--- config.mk ---
export PLATFORM = sky130hd
export DESIGN_NAME = stream_capture
export DESIGN_NICKNAME = d
export VERILOG_FILES = /design/src/rtl/stream_capture_pkg.sv /design/src/rtl/capture_fifo.sv /design/src/rtl/stream_capture.sv
export SDC_FILE = /design/constraint.sdc
export NUM_CORES = 1
export LEC_CHECK = 0
export CAP_MARGIN = 20
export CORE_ASPECT_RATIO = 1.5
export CORE_UTILIZATION = 50
export CTS_CLUSTER_SIZE = 12
export DETAILED_ROUTE_END_ITERATION = 7
export GPL_TIMING_DRIVEN = 1
export PLACE_DENSITY = 0.69
export SLEW_MARGIN = 0
export SYNTH_ARGS = -nofsm -noshare
export SYNTH_HDL_FRONTEND = slang
export SYNTH_SLANG_ARGS = --single-unit
--- constraint.sdc ---
create_clock -name clk -period 6.2 [get_ports clk]
set_input_delay 0.62 -clock clk [delete_from_list [all_inputs] [get_ports clk]]
set_output_delay 0.62 -clock clk [all_outputs]
set_load 0.01 [all_outputs]
--- src/rtl/stream_capture_pkg.sv ---
// Shared widths and the recorded-entry layout for the stream capture recorder.
package stream_capture_pkg;

  localparam int unsigned CAP_DATA_W = 32;
  localparam int unsigned CAP_DEPTH  = 16;
  localparam int unsigned CAP_TS_W   = 32;
  localparam int unsigned CAP_OVF_W  = 16;

  // Number of distinct timestamp values before the counter returns to 0
  localparam longint unsigned CAPTURE_TS_WRAP = 64'd1 << CAP_TS_W;

  typedef struct packed {
    logic                  drop;
    logic [CAP_TS_W-1:0]   ts;
    logic [CAP_DATA_W-1:0] data;
  } capture_entry_t;

endpackage

--- src/rtl/capture_fifo.sv ---
// Generic synchronous first-word-fall-through FIFO with a registered head
// and a separate occupancy counter.
module capture_fifo #(
  parameter int unsigned W     = 8,
  parameter int unsigned DEPTH = 16
) (
  input  logic                   clk,
  input  logic                   rst_n,
  input  logic                   i_clear,
  input  logic                   i_push,
  input  logic                   i_pop,
  input  logic [W-1:0]           i_wdata,
  output logic                   o_rd_valid,
  output logic [W-1:0]           o_rd_data,
  output logic [$clog2(DEPTH):0] o_level,
  output logic                   o_full_c
);

  localparam int unsigned AW = $clog2(DEPTH);
  localparam int unsigned LW = AW + 1;

  logic [W-1:0]  r_mem [DEPTH];
  logic [AW-1:0] r_wr_ptr;
  logic [AW-1:0] r_rd_ptr;
  logic [LW-1:0] r_level;
  logic          r_rd_valid;
  logic [W-1:0]  r_rd_data;

  logic          w_push;
  logic          w_pop;
  logic [AW-1:0] w_rd_ptr_nxt;
  logic [LW-1:0] w_level_nxt;
  logic [W-1:0]  w_head_nxt;

  assign o_full_c = (r_level == LW'(DEPTH));
  assign w_pop    = i_pop & (r_level != '0) & ~i_clear;
  assign w_push   = i_push & (~o_full_c | w_pop) & ~i_clear;

  assign w_rd_ptr_nxt = r_rd_ptr + AW'(w_pop);
  assign w_level_nxt  = r_level + LW'(w_push) - LW'(w_pop);

  // Next head: the slot being written this cycle is not yet visible in r_mem
  always_comb begin
    w_head_nxt = '0;
    if (w_level_nxt != '0) begin
      if (w_push && (w_rd_ptr_nxt == r_wr_ptr)) begin
        w_head_nxt = i_wdata;
      end else begin
        w_head_nxt = r_mem[w_rd_ptr_nxt];
      end
    end
  end

  always_ff @(posedge clk) begin
    if (w_push) begin
      r_mem[r_wr_ptr] <= i_wdata;
    end
  end

  always_ff @(posedge clk or negedge rst_n) begin
    if (!rst_n) begin
      r_wr_ptr   <= '0;
      r_rd_ptr   <= '0;
      r_level    <= '0;
      r_rd_valid <= 1'b0;
      r_rd_data  <= '0;
    end else if (i_clear) begin
      r_wr_ptr   <= '0;
      r_rd_ptr   <= '0;
      r_level    <= '0;
      r_rd_valid <= 1'b0;
      r_rd_data  <= '0;
    end else begin
      r_wr_ptr   <= r_wr_ptr + AW'(w_push);
      r_rd_ptr   <= w_rd_ptr_nxt;
      r_level    <= w_level_nxt;
      r_rd_valid <= (w_level_nxt != '0);
      r_rd_data  <= w_head_nxt;
    end
  end

  assign o_rd_valid = r_rd_valid;
  assign o_rd_data  = r_rd_data;
  assign o_level    = r_level;

endmodule

--- src/rtl/stream_capture.sv ---
// Passive valid/ready tap: timestamps each handshake and queues it in an FWFT
// FIFO, tracking handshakes lost to a full FIFO.
module stream_capture
  import stream_capture_pkg::*;
#(
  parameter int unsigned DATA_W = CAP_DATA_W,
  parameter int unsigned DEPTH  = CAP_DEPTH,
  parameter int unsigned TS_W   = CAP_TS_W,
  parameter int unsigned OVF_W  = CAP_OVF_W
) (
  input  logic                   clk,
  input  logic                   rst_n,
  input  logic                   en,
  input  logic                   clear,
  input  logic                   tap_valid,
  input  logic                   tap_ready,
  input  logic [DATA_W-1:0]      tap_data,
  output logic                   rd_valid,
  input  logic                   rd_ready,
  output logic [DATA_W-1:0]      rd_data,
  output logic [TS_W-1:0]        rd_ts,
  output logic                   rd_drop,
  output logic [$clog2(DEPTH):0] level,
  output logic [OVF_W-1:0]       overflow_cnt
);

  localparam int unsigned ENTRY_W = 1 + TS_W + DATA_W;

  typedef struct packed {
    logic              drop;
    logic [TS_W-1:0]   ts;
    logic [DATA_W-1:0] data;
  } entry_t;

  logic [TS_W-1:0]  r_ts;
  logic             r_drop_flag;
  logic [OVF_W-1:0] r_ovf_cnt;

  logic             w_cap;
  logic             w_pop;
  logic             w_full;
  logic             w_push;
  logic             w_drop;
  logic             w_fifo_valid;
  entry_t           w_wentry;
  entry_t           w_head;
  logic [ENTRY_W-1:0] w_rd_entry;

  // clear wins over a same-cycle capture, which is then neither stored nor dropped
  assign w_cap  = en & tap_valid & tap_ready & ~clear;
  assign w_pop  = w_fifo_valid & rd_ready & ~clear;
  assign w_push = w_cap & (~w_full | w_pop);
  assign w_drop = w_cap & w_full & ~w_pop;

  assign w_wentry.drop = r_drop_flag;
  assign w_wentry.ts   = r_ts;
  assign w_wentry.data = tap_data;

  capture_fifo #(
    .W     (ENTRY_W),
    .DEPTH (DEPTH)
  ) u_fifo (
    .clk        (clk),
    .rst_n      (rst_n),
    .i_clear    (clear),
    .i_push     (w_push),
    .i_pop      (rd_ready),
    .i_wdata    (w_wentry),
    .o_rd_valid (w_fifo_valid),
    .o_rd_data  (w_rd_entry),
    .o_level    (level),
    .o_full_c   (w_full)
  );

  always_ff @(posedge clk or negedge rst_n) begin
    if (!rst_n) begin
      r_ts <= '0;
    end else begin
      r_ts <= r_ts + TS_W'(1);
    end
  end

  // Drop flag is sticky until a push carries it; the counter saturates
  always_ff @(posedge clk or negedge rst_n) begin
    if (!rst_n) begin
      r_drop_flag <= 1'b0;
      r_ovf_cnt   <= '0;
    end else if (clear) begin
      r_drop_flag <= 1'b0;
      r_ovf_cnt   <= '0;
    end else begin
      if (w_push) begin
        r_drop_flag <= 1'b0;
      end else if (w_drop) begin
        r_drop_flag <= 1'b1;
      end
      if (w_drop && (r_ovf_cnt != '1)) begin
        r_ovf_cnt <= r_ovf_cnt + OVF_W'(1);
      end
    end
  end

  assign w_head       = w_rd_entry;
  assign rd_valid     = w_fifo_valid;
  assign rd_data      = w_head.data;
  assign rd_ts        = w_head.ts;
  assign rd_drop      = w_head.drop;
  assign overflow_cnt = r_ovf_cnt;

endmodule
==> results by group, run 1 <==
Global routing
  – Initial antenna violation count: 3
  – Gr ovfl total: 0
  – Number of global-route vias before repair: about 23000
  – Largest net degree at the start of global routing: 73
  – Most used routing layer: met2
  – Global Route met2 Usage: between 40% and 50%
  – GR Layer Usage met3: 2.76%
  – Total GRT Usage: between 20% and 30%
  – First-pass GRT wire length: roughly 150000 µm
  – M1 GR Usage: between 20 and 30%

Cells and area
  – Final core utilization: 57.7%
  – Commonest cells after routing, fill and taps aside: edfxtp_1 (1040), mux4_2 (260), nand2_1 (152), mux2i_1 (132), dfrtp_1 (128)
  – Area Growth Syn to Fin: 14.2%
  – Fin area: slightly above 0.05 mm²
  – Most common cell after layout, fill and taps aside: edfxtp_1
  – Fill count: 6322
  – Nets: about 2400
  – Share of post-route cells with drive strength above 1: about a fifth
  – Register area: ~0.034 mm²
  – Multi-input gate area: around 0.01 mm²

Synth
  – Async set-or-reset flop fraction in the synthesized netlist: 11.0%
  – Synthesis-stage register bit count: between 1000 and 1500
  – Top-area cell type share of the netlist area: between 60% and 70%
  – Largest cells by area after synthesis: edfxtp_1 (69%), mux4_2 (13%), dfrtp_1 (7.1%), mux2i_1 (2.9%), a32o_1 (1.4%)
  – Count of cell types in the netlist: ~50
  – Post-synth top area cell: edfxtp_1
  – Predominant post-synthesis flop cell: edfxtp_1
  – Cell Area, Synth: about 0.045 mm²
  – Sequential fraction of the synthesis area: approximately three quarters
  – Post-synthesis instance total: 2115
  – Syn_area_per_cell: between 20 and 25 µm²
  – Synth Net Count: 2167
  – EDFF count, synth: 1040
  – Ys Warns: 0

STA
  – Slew HR: 29.9%
  – Setup-failing EPs final: 0
  – Highest clock rate: approximately 240 MHz
  – Setup ws final: roughly 2100 ps
  – Worst hold margin: around 440 ps
  – Slew Viols, Final: 0
  – Final min period: approximately 4000 ps
  – Fin crit share: around 66%
  – Hold Vio Cnt, Final: 0
  – Total Neg Setup Slack: 0 ps
  – RSZ-0062 raised after global routing: no
  – Worst slew pin tran: 1050 ps
  – Max Clock Skew: about 19 ps

Pwr
  – Seq pwr share: roughly half
  – Peak supply drop: roughly 0.23 mV
  – Pwr dens: between 300 and 400 mW/mm²
  – Power share of the clock group: between 30% and 40%
  – Leakage power: 17.2 nW
  – Int Pwr: 13.8 mW
  – Logic gate share of total power: about 17%
  – P_sw: ~4.4 mW
  – Sw frac: around a quarter

CTS
  – Clock Pin Slew Worst Setup and Hold Paths: roughly 60 ps
  – Root Driver: clkbuf_16
  – Post-CTS sizing: 0
  – Clock H-tree levels: 3
  – CTS tree: done
  – Clock sink count: roughly 1200
  – Clock latency on the worst-skew pair: 690 ps
  – Clock buffer depth: 3
  – Cts bufs inserted: roughly 110

Place
  – GPL Wtd Cong: 0.772
  – Post-placement cell area: a little under 0.05 mm²
  – Port Buffers: 125
  – Post-DP HPWL: ~50000 µm
  – Pre-CTS WS: around 1500 ps

Floorplanning
  – Initial Util: 50.5%
  – Die width: 247 µm
  – Core area: a little under 0.09 mm²
  – Die area: between 0.09 and 0.1 mm²
  – I/O pins: ~130
  – Row Count: ~130
  – Die Ht: ~370 µm

Drt
  – Remaining DRCs: 30
  – Via Count: around 22000
  – DR vias/cell: just over 6
  – Antenna-violating nets left: 0
  – 1st-pass router iterations: 8
  – Drt wl/cell: 28.4 µm
  – Final WL: approximately 100000 µm
  – First-iteration detailed-routing DRC count: ~1800

Setup path
  – WP data arrival: approximately 4700 ps
  – Critical path type: input pin to flip-flop
  – Top delay family on crit path: buffers and inverters
  – Buf/Inv on CP: 4
  – Setup crit start kind: input pin
  – Slowest stage delay, CP: slightly above 800 ps
  – Worst path required time: 6810 ps
  – Slowest-stage cell, CP: clkdlybuf4s50_1
  – Crit path capture type: flip-flop
  – Crit-path cells: clkdlybuf4s50_1 > nand2b_1 > a21oi_1 > ha_1 > inv_1 > ha_1 > inv_1 > fa_1 > nand2b_1 > a21oi_1 > xnor2_1 > a211oi_4 > buf_12 > a32o_1
  – Max Fanout on Critical Path: 65

Status
  – Status: finished with violations
  – Failing checks: design-rule violations

Worst hold path
  – Hold Path Class: input pin to asynchronous set/reset pin

Run
  – Total of max-cap violations: 0
-- cells by family after synthesis --
group	share of synthesized area, %
flops	76.6
xor+xnor	0.888
compound gates	1.93
fa+ha+maj	0.379
mux	16.0
simple gates	2.97
buf+inv	1.26
-- metrics by stage --
step,cells,total power [mW]
3_5_place_dp,3341,12.3
5_1_grt,3545,18.8
4_1_cts,3541,18.3
6_report,3546,18.2
3_3_place_gp,3341,12.2
2_1_floorplan,2115,11.1
-- final timing paths --
| kind | slack, ps | cells past startpoint | end | start |
|---|---|---|---|---|
| worst max-delay path | 2110 | 14 | u_fifo.o_rd_data[22] | clear |
| worst min register to register | 590 | 2 | overflow_cnt[13] | overflow_cnt[13] |
| worst max register to register | 2250 | 12 | u_fifo.o_rd_data[22] | u_fifo.o_level[3] |
| max in group asynchronous | 4440 | 3 | u_fifo.o_rd_data[17] | rst_n |
| worst min-delay path | 440 | 2 | u_fifo.o_rd_data[52] | rst_n |
| min in group clk | 590 | 2 | overflow_cnt[13] | overflow_cnt[13] |
-- layout make-up --
| type | count | share of cell area [%] |
|---|---|---|
| Sequential cell | 1168 | 67.1 |
| Multi-Input combinational cell | 827 | 19.8 |
| Clock buffer | 191 | 6.03 |
| Timing Repair Buffer | 181 | 4.04 |
| Tap cell | 1156 | 2.82 |
| Clock inverter | 8 | 0.141 |
| Inverter | 11 | 0.0804 |
| Antenna cell | 4 | 0.0195 |
-- synth_stat cells (12+ instances only) --
cell type and number:
clkbuf_1 52, a32o_1 65, mux4_2 260, buf_2 43, dfrtp_1 128, xnor2_1 31, xor2_1 12, ha_1 12
nand3_1 26, edfxtp_1 1040, mux2i_1 132, nand2_1 152, nor2_1 30
-- power by group through the flow --
stage               combinational, mW  sequential, mW  clock [mW]
floorplan                        2.06            9.05           0
detailed placement               3.19            9.07           0
global route                     3.39            8.91        6.50
finish                           3.14            8.90        6.13
CTS                              3.21            8.92        6.23
global placement                 3.14            9.08           0
-- flip-flops by register name (all words and copies together), names as in the netlist --
register,cells
overflow_cnt,16
u_fifo.o_rd_data,65
u_fifo.r_wr_ptr,4
u_fifo.r_mem,1040
r_ts,32
r_drop_flag,1
u_fifo.o_rd_valid,1
u_fifo.r_rd_ptr,4
u_fifo.o_level,5
-- timing repair --
action,in CTS,in global routing
hold buffers,1,0
buffers inserted,0,0
hold endpoints to repair,36,0
-- metal layers --
layer,vias to the layer above,part of all wire [%],routed length (µm)
met4,0,3.1,3170
met5,-,0,0
met3,143,4.9,4970
li1,9062,-,-
met1,11751,38,38700
met2,722,54,54000
Note: power is estimated with default switching activity, not from simulation.
==> run 2: changes to the inputs <==
Settings changed: PLACE_DENSITY 0.69 to 0.67.
Clock period 6.2 ns to 4.15 ns, I/O delays scaled along.
==> run 2 against run 1 <==
Effect of this change:
- the flow still finishes with violations (design-rule violations)
- cell count is 0.82% higher
- register-to-register slack worse by 1900 ps
- non-clock buffer count is 21 higher
- design area is 0.62% higher
- via count is 0.74% higher
- utilization is 0.36 points higher
- global-route usage is 0.17 points higher
- critical path type is now flip-flop to flip-flop
- largest cell class unchanged
==> results by group, run 2 (same netlist as run 1, synthesis figures left out) <==
Worst hold path
  – Hold Path Class: input pin to asynchronous set/reset pin

Pwr
  – Power share of the clock group: between 30% and 40%
  – Peak supply drop: between 0.3 and 0.4 mV
  – Logic gate share of total power: between 10% and 20%
  – Int Pwr: 20.7 mW
  – Leakage power: ~17 nW
  – Seq pwr share: around 49%
  – Total power: around 27 mW
  – Sw frac: 24.1%
  – Pwr dens: 528 mW/mm²
  – P_sw: 6.57 mW

Cells and area
  – Max reg flops: approximately 1000
  – Multi-input gate area: 0.0102 mm²
  – Final Instance Count excl. Fillers: around 3600
  – Most common cell after layout, fill and taps aside: edfxtp_1
  – Share of post-route cells with drive strength above 1: a little over 20%
  – Area Growth Syn to Fin: 14.9%
  – Commonest cells after routing, fill and taps aside: edfxtp_1 (1040), mux4_2 (260), nand2_1 (152), mux2i_1 (132), dfrtp_1 (128)
  – Reg with most FFs: u_fifo.r_mem
  – Fill count: about 6400
  – Register area: roughly 0.034 mm²
  – Nets: between 2000 and 2500

Drt
  – Final WL: about 100000 µm
  – DR vias/cell: around 6.1
  – Antenna-violating nets left: 0
  – First-iteration detailed-routing DRC count: between 1500 and 2000
  – Via Count: roughly 22000
  – Remaining DRCs: between 40 and 50
  – 1st-pass router iterations: 7
  – Drt wl/cell: around 29 µm

Setup path
  – Critical path type: flip-flop to flip-flop
  – Crit path capture type: flip-flop
  – Reg2reg end: u_fifo.o_rd_data[31]
  – Top delay family on crit path: adder cells
  – R2R cell count: 15
  – Slowest stage delay, CP: between 400 and 500 ps
  – WP data arrival: ~4400 ps
  – Max Fanout on Critical Path: 65
  – Worst path required time: approximately 4800 ps
  – Crit-path cells: inv_1 > ha_1 > nor3b_2 > a21oi_1 > ha_1 > inv_1 > ha_1 > inv_1 > fa_1 > nand2b_1 > a21oi_1 > xnor2_1 > a211oi_4 > buf_12 > a32o_1
  – Slowest-stage cell, CP: buf_12
  – Setup crit start kind: flip-flop
  – FF-to-FF setup slack: 330 ps
  – Buf/Inv on CP: 4
  – R2R Path Start: u_fifo.o_level[3]

CTS
  – Clock latency on the worst-skew pair: slightly above 700 ps
  – Post-CTS sizing: 0
  – Setup Buffers After CTS: 0
  – Cts bufs inserted: between 100 and 150
  – Clock H-tree levels: 3
  – CTS tree: done
  – Clock Pin Slew Worst Setup and Hold Paths: 60 ps
  – Clock sink count: between 1000 and 1500
  – Root Driver: clkbuf_16
  – Clock buffer depth: 3

STA
  – Fin crit share: 92.0%
  – Slew HR: 47.3%
  – Slew Viols, Final: 0
  – Final min period: 3820 ps
  – Setup ws final: ~330 ps
  – Max Clock Skew: between 30 and 40 ps
  – Setup-failing EPs final: 0
  – Worst slew pin tran: around 790 ps
  – Hold Vio Cnt, Final: 0
  – Worst hold margin: roughly 290 ps
  – Highest clock rate: between 200 and 300 MHz
  – RSZ-0062 raised after global routing: no

Floorplanning
  – Initial Util: 50.5%
  – Row Count: roughly 130
  – Core area: slightly below 0.09 mm²
  – Die width: between 200 and 250 µm
  – Die Ht: approximately 370 µm
  – I/O pins: about 130
  – Die area: 0.0911 mm²

Place
  – Dpl cells: ~3400
  – Port Buffers: about 130
  – Pre-CTS WS: about 280 ps
  – Post-DP HPWL: ~52000 µm
  – GPL Wtd Cong: 0.780

Status
  – Failing checks: design-rule violations
  – Status: finished with violations

Global routing
  – Initial antenna violation count: 3
  – Largest net degree at the start of global routing: between 80 and 90
  – Total GRT Usage: between 20% and 30%
  – First-pass GRT wire length: about 150000 µm
  – Number of global-route vias before repair: approximately 23000
  – Gr ovfl total: 0

Run
  – Total of max-cap violations: 0
==> run 2: changes by cell type in the layout (fill, tap and decap cells not counted), sizes merged <==
| cell | delta |
|---|---|
| clkbuf | +7 |
| buf | +21 |
| diode | -1 |
| clkinv | -1 |
| inv | +1 |
| clkinvlp | +2 |
==> run 2: worst register-to-register path, stage by stage, from the launching register on <==
cell and delay, ps:
dfrtp_1 410, inv_1 100, ha_1 150, nor3b_2 370, a21oi_1 170, ha_1 290, inv_1 60, ha_1 160
inv_1 60, fa_1 420, nand2b_1 160, a21oi_1 160, xnor2_1 200, a211oi_4 300, buf_12 470, a32o_1 310
==> run 2: final cells by class <==
type                       instances  share of cell area, %
tap                             1156                   2.80
multi-input combinational        827                   19.7
antenna                            3                 0.0145
inverter                          11                 0.0799
clock buffer                     198                   6.11
clock inverter                    10                  0.220
timing repair buffer             202                   4.44
sequential                      1168                   66.7
==> run 2: routing by layer <==
layer | global-route usage (%) | routed length, µm | vias to the layer above
li1 | - | - | 9104
met1 | 29.0 | 39400 | 11844
met2 | 41.0 | 55300 | 740
met3 | 3.47 | 5480 | 148
met4 | 6.64 | 2140 | 2
met5 | 0 | 20 | -
==> run 2: timing repair <==
| item | CTS | global route |
|---|---|---|
| endpoints found under the setup margin | 0 | 0 |
| hold buffers | 1 | 0 |
| endpoints found under the hold margin | 55 | 0 |
==> run 2: worst max-delay path by stage <==
| stage | from | to | slack (ps) | cells after the start |
|---|---|---|---|---|
| finish | u_fifo.o_level[3] | u_fifo.o_rd_data[31] | 330 | 15 |
| global route | u_fifo.o_level[3] | u_fifo.o_rd_data[33] | 70 | 15 |
| CTS | u_fifo.o_level[3] | u_fifo.o_rd_data[21] | 330 | 15 |
| detailed placement | clear | u_fifo.o_rd_data[31] | 280 | 14 |
| global placement | clear | u_fifo.o_rd_data[39] | 280 | 14 |
| floorplan | u_fifo.o_level[2] | u_fifo.r_mem[12][0] | -720 | 6 |
==> run 2: metrics by stage <==
step | setup TNS [ps] | area [µm²] | util [%]
finish | 0 | 51700 | 58.0
global route | 0 | 51700 | 58.0
CTS | 0 | 51600 | 58.0
detailed placement | 0 | 48400 | 54.3
global placement | 0 | 48400 | 54.3
floorplan | -434460 | 45000 | -
==> run 2: power groups by stage <==
stage / Sequential (mW) / Clock [mW] / Combinational [mW]
2_1_floorplan: 13.5 / 0 / 3.06
6_report: 13.3 / 9.29 / 4.73
4_1_cts: 13.3 / 9.47 / 4.83
3_5_place_dp: 13.5 / 0 / 4.80
5_1_grt: 13.3 / 9.91 / 5.10
3_3_place_gp: 13.6 / 0 / 4.73
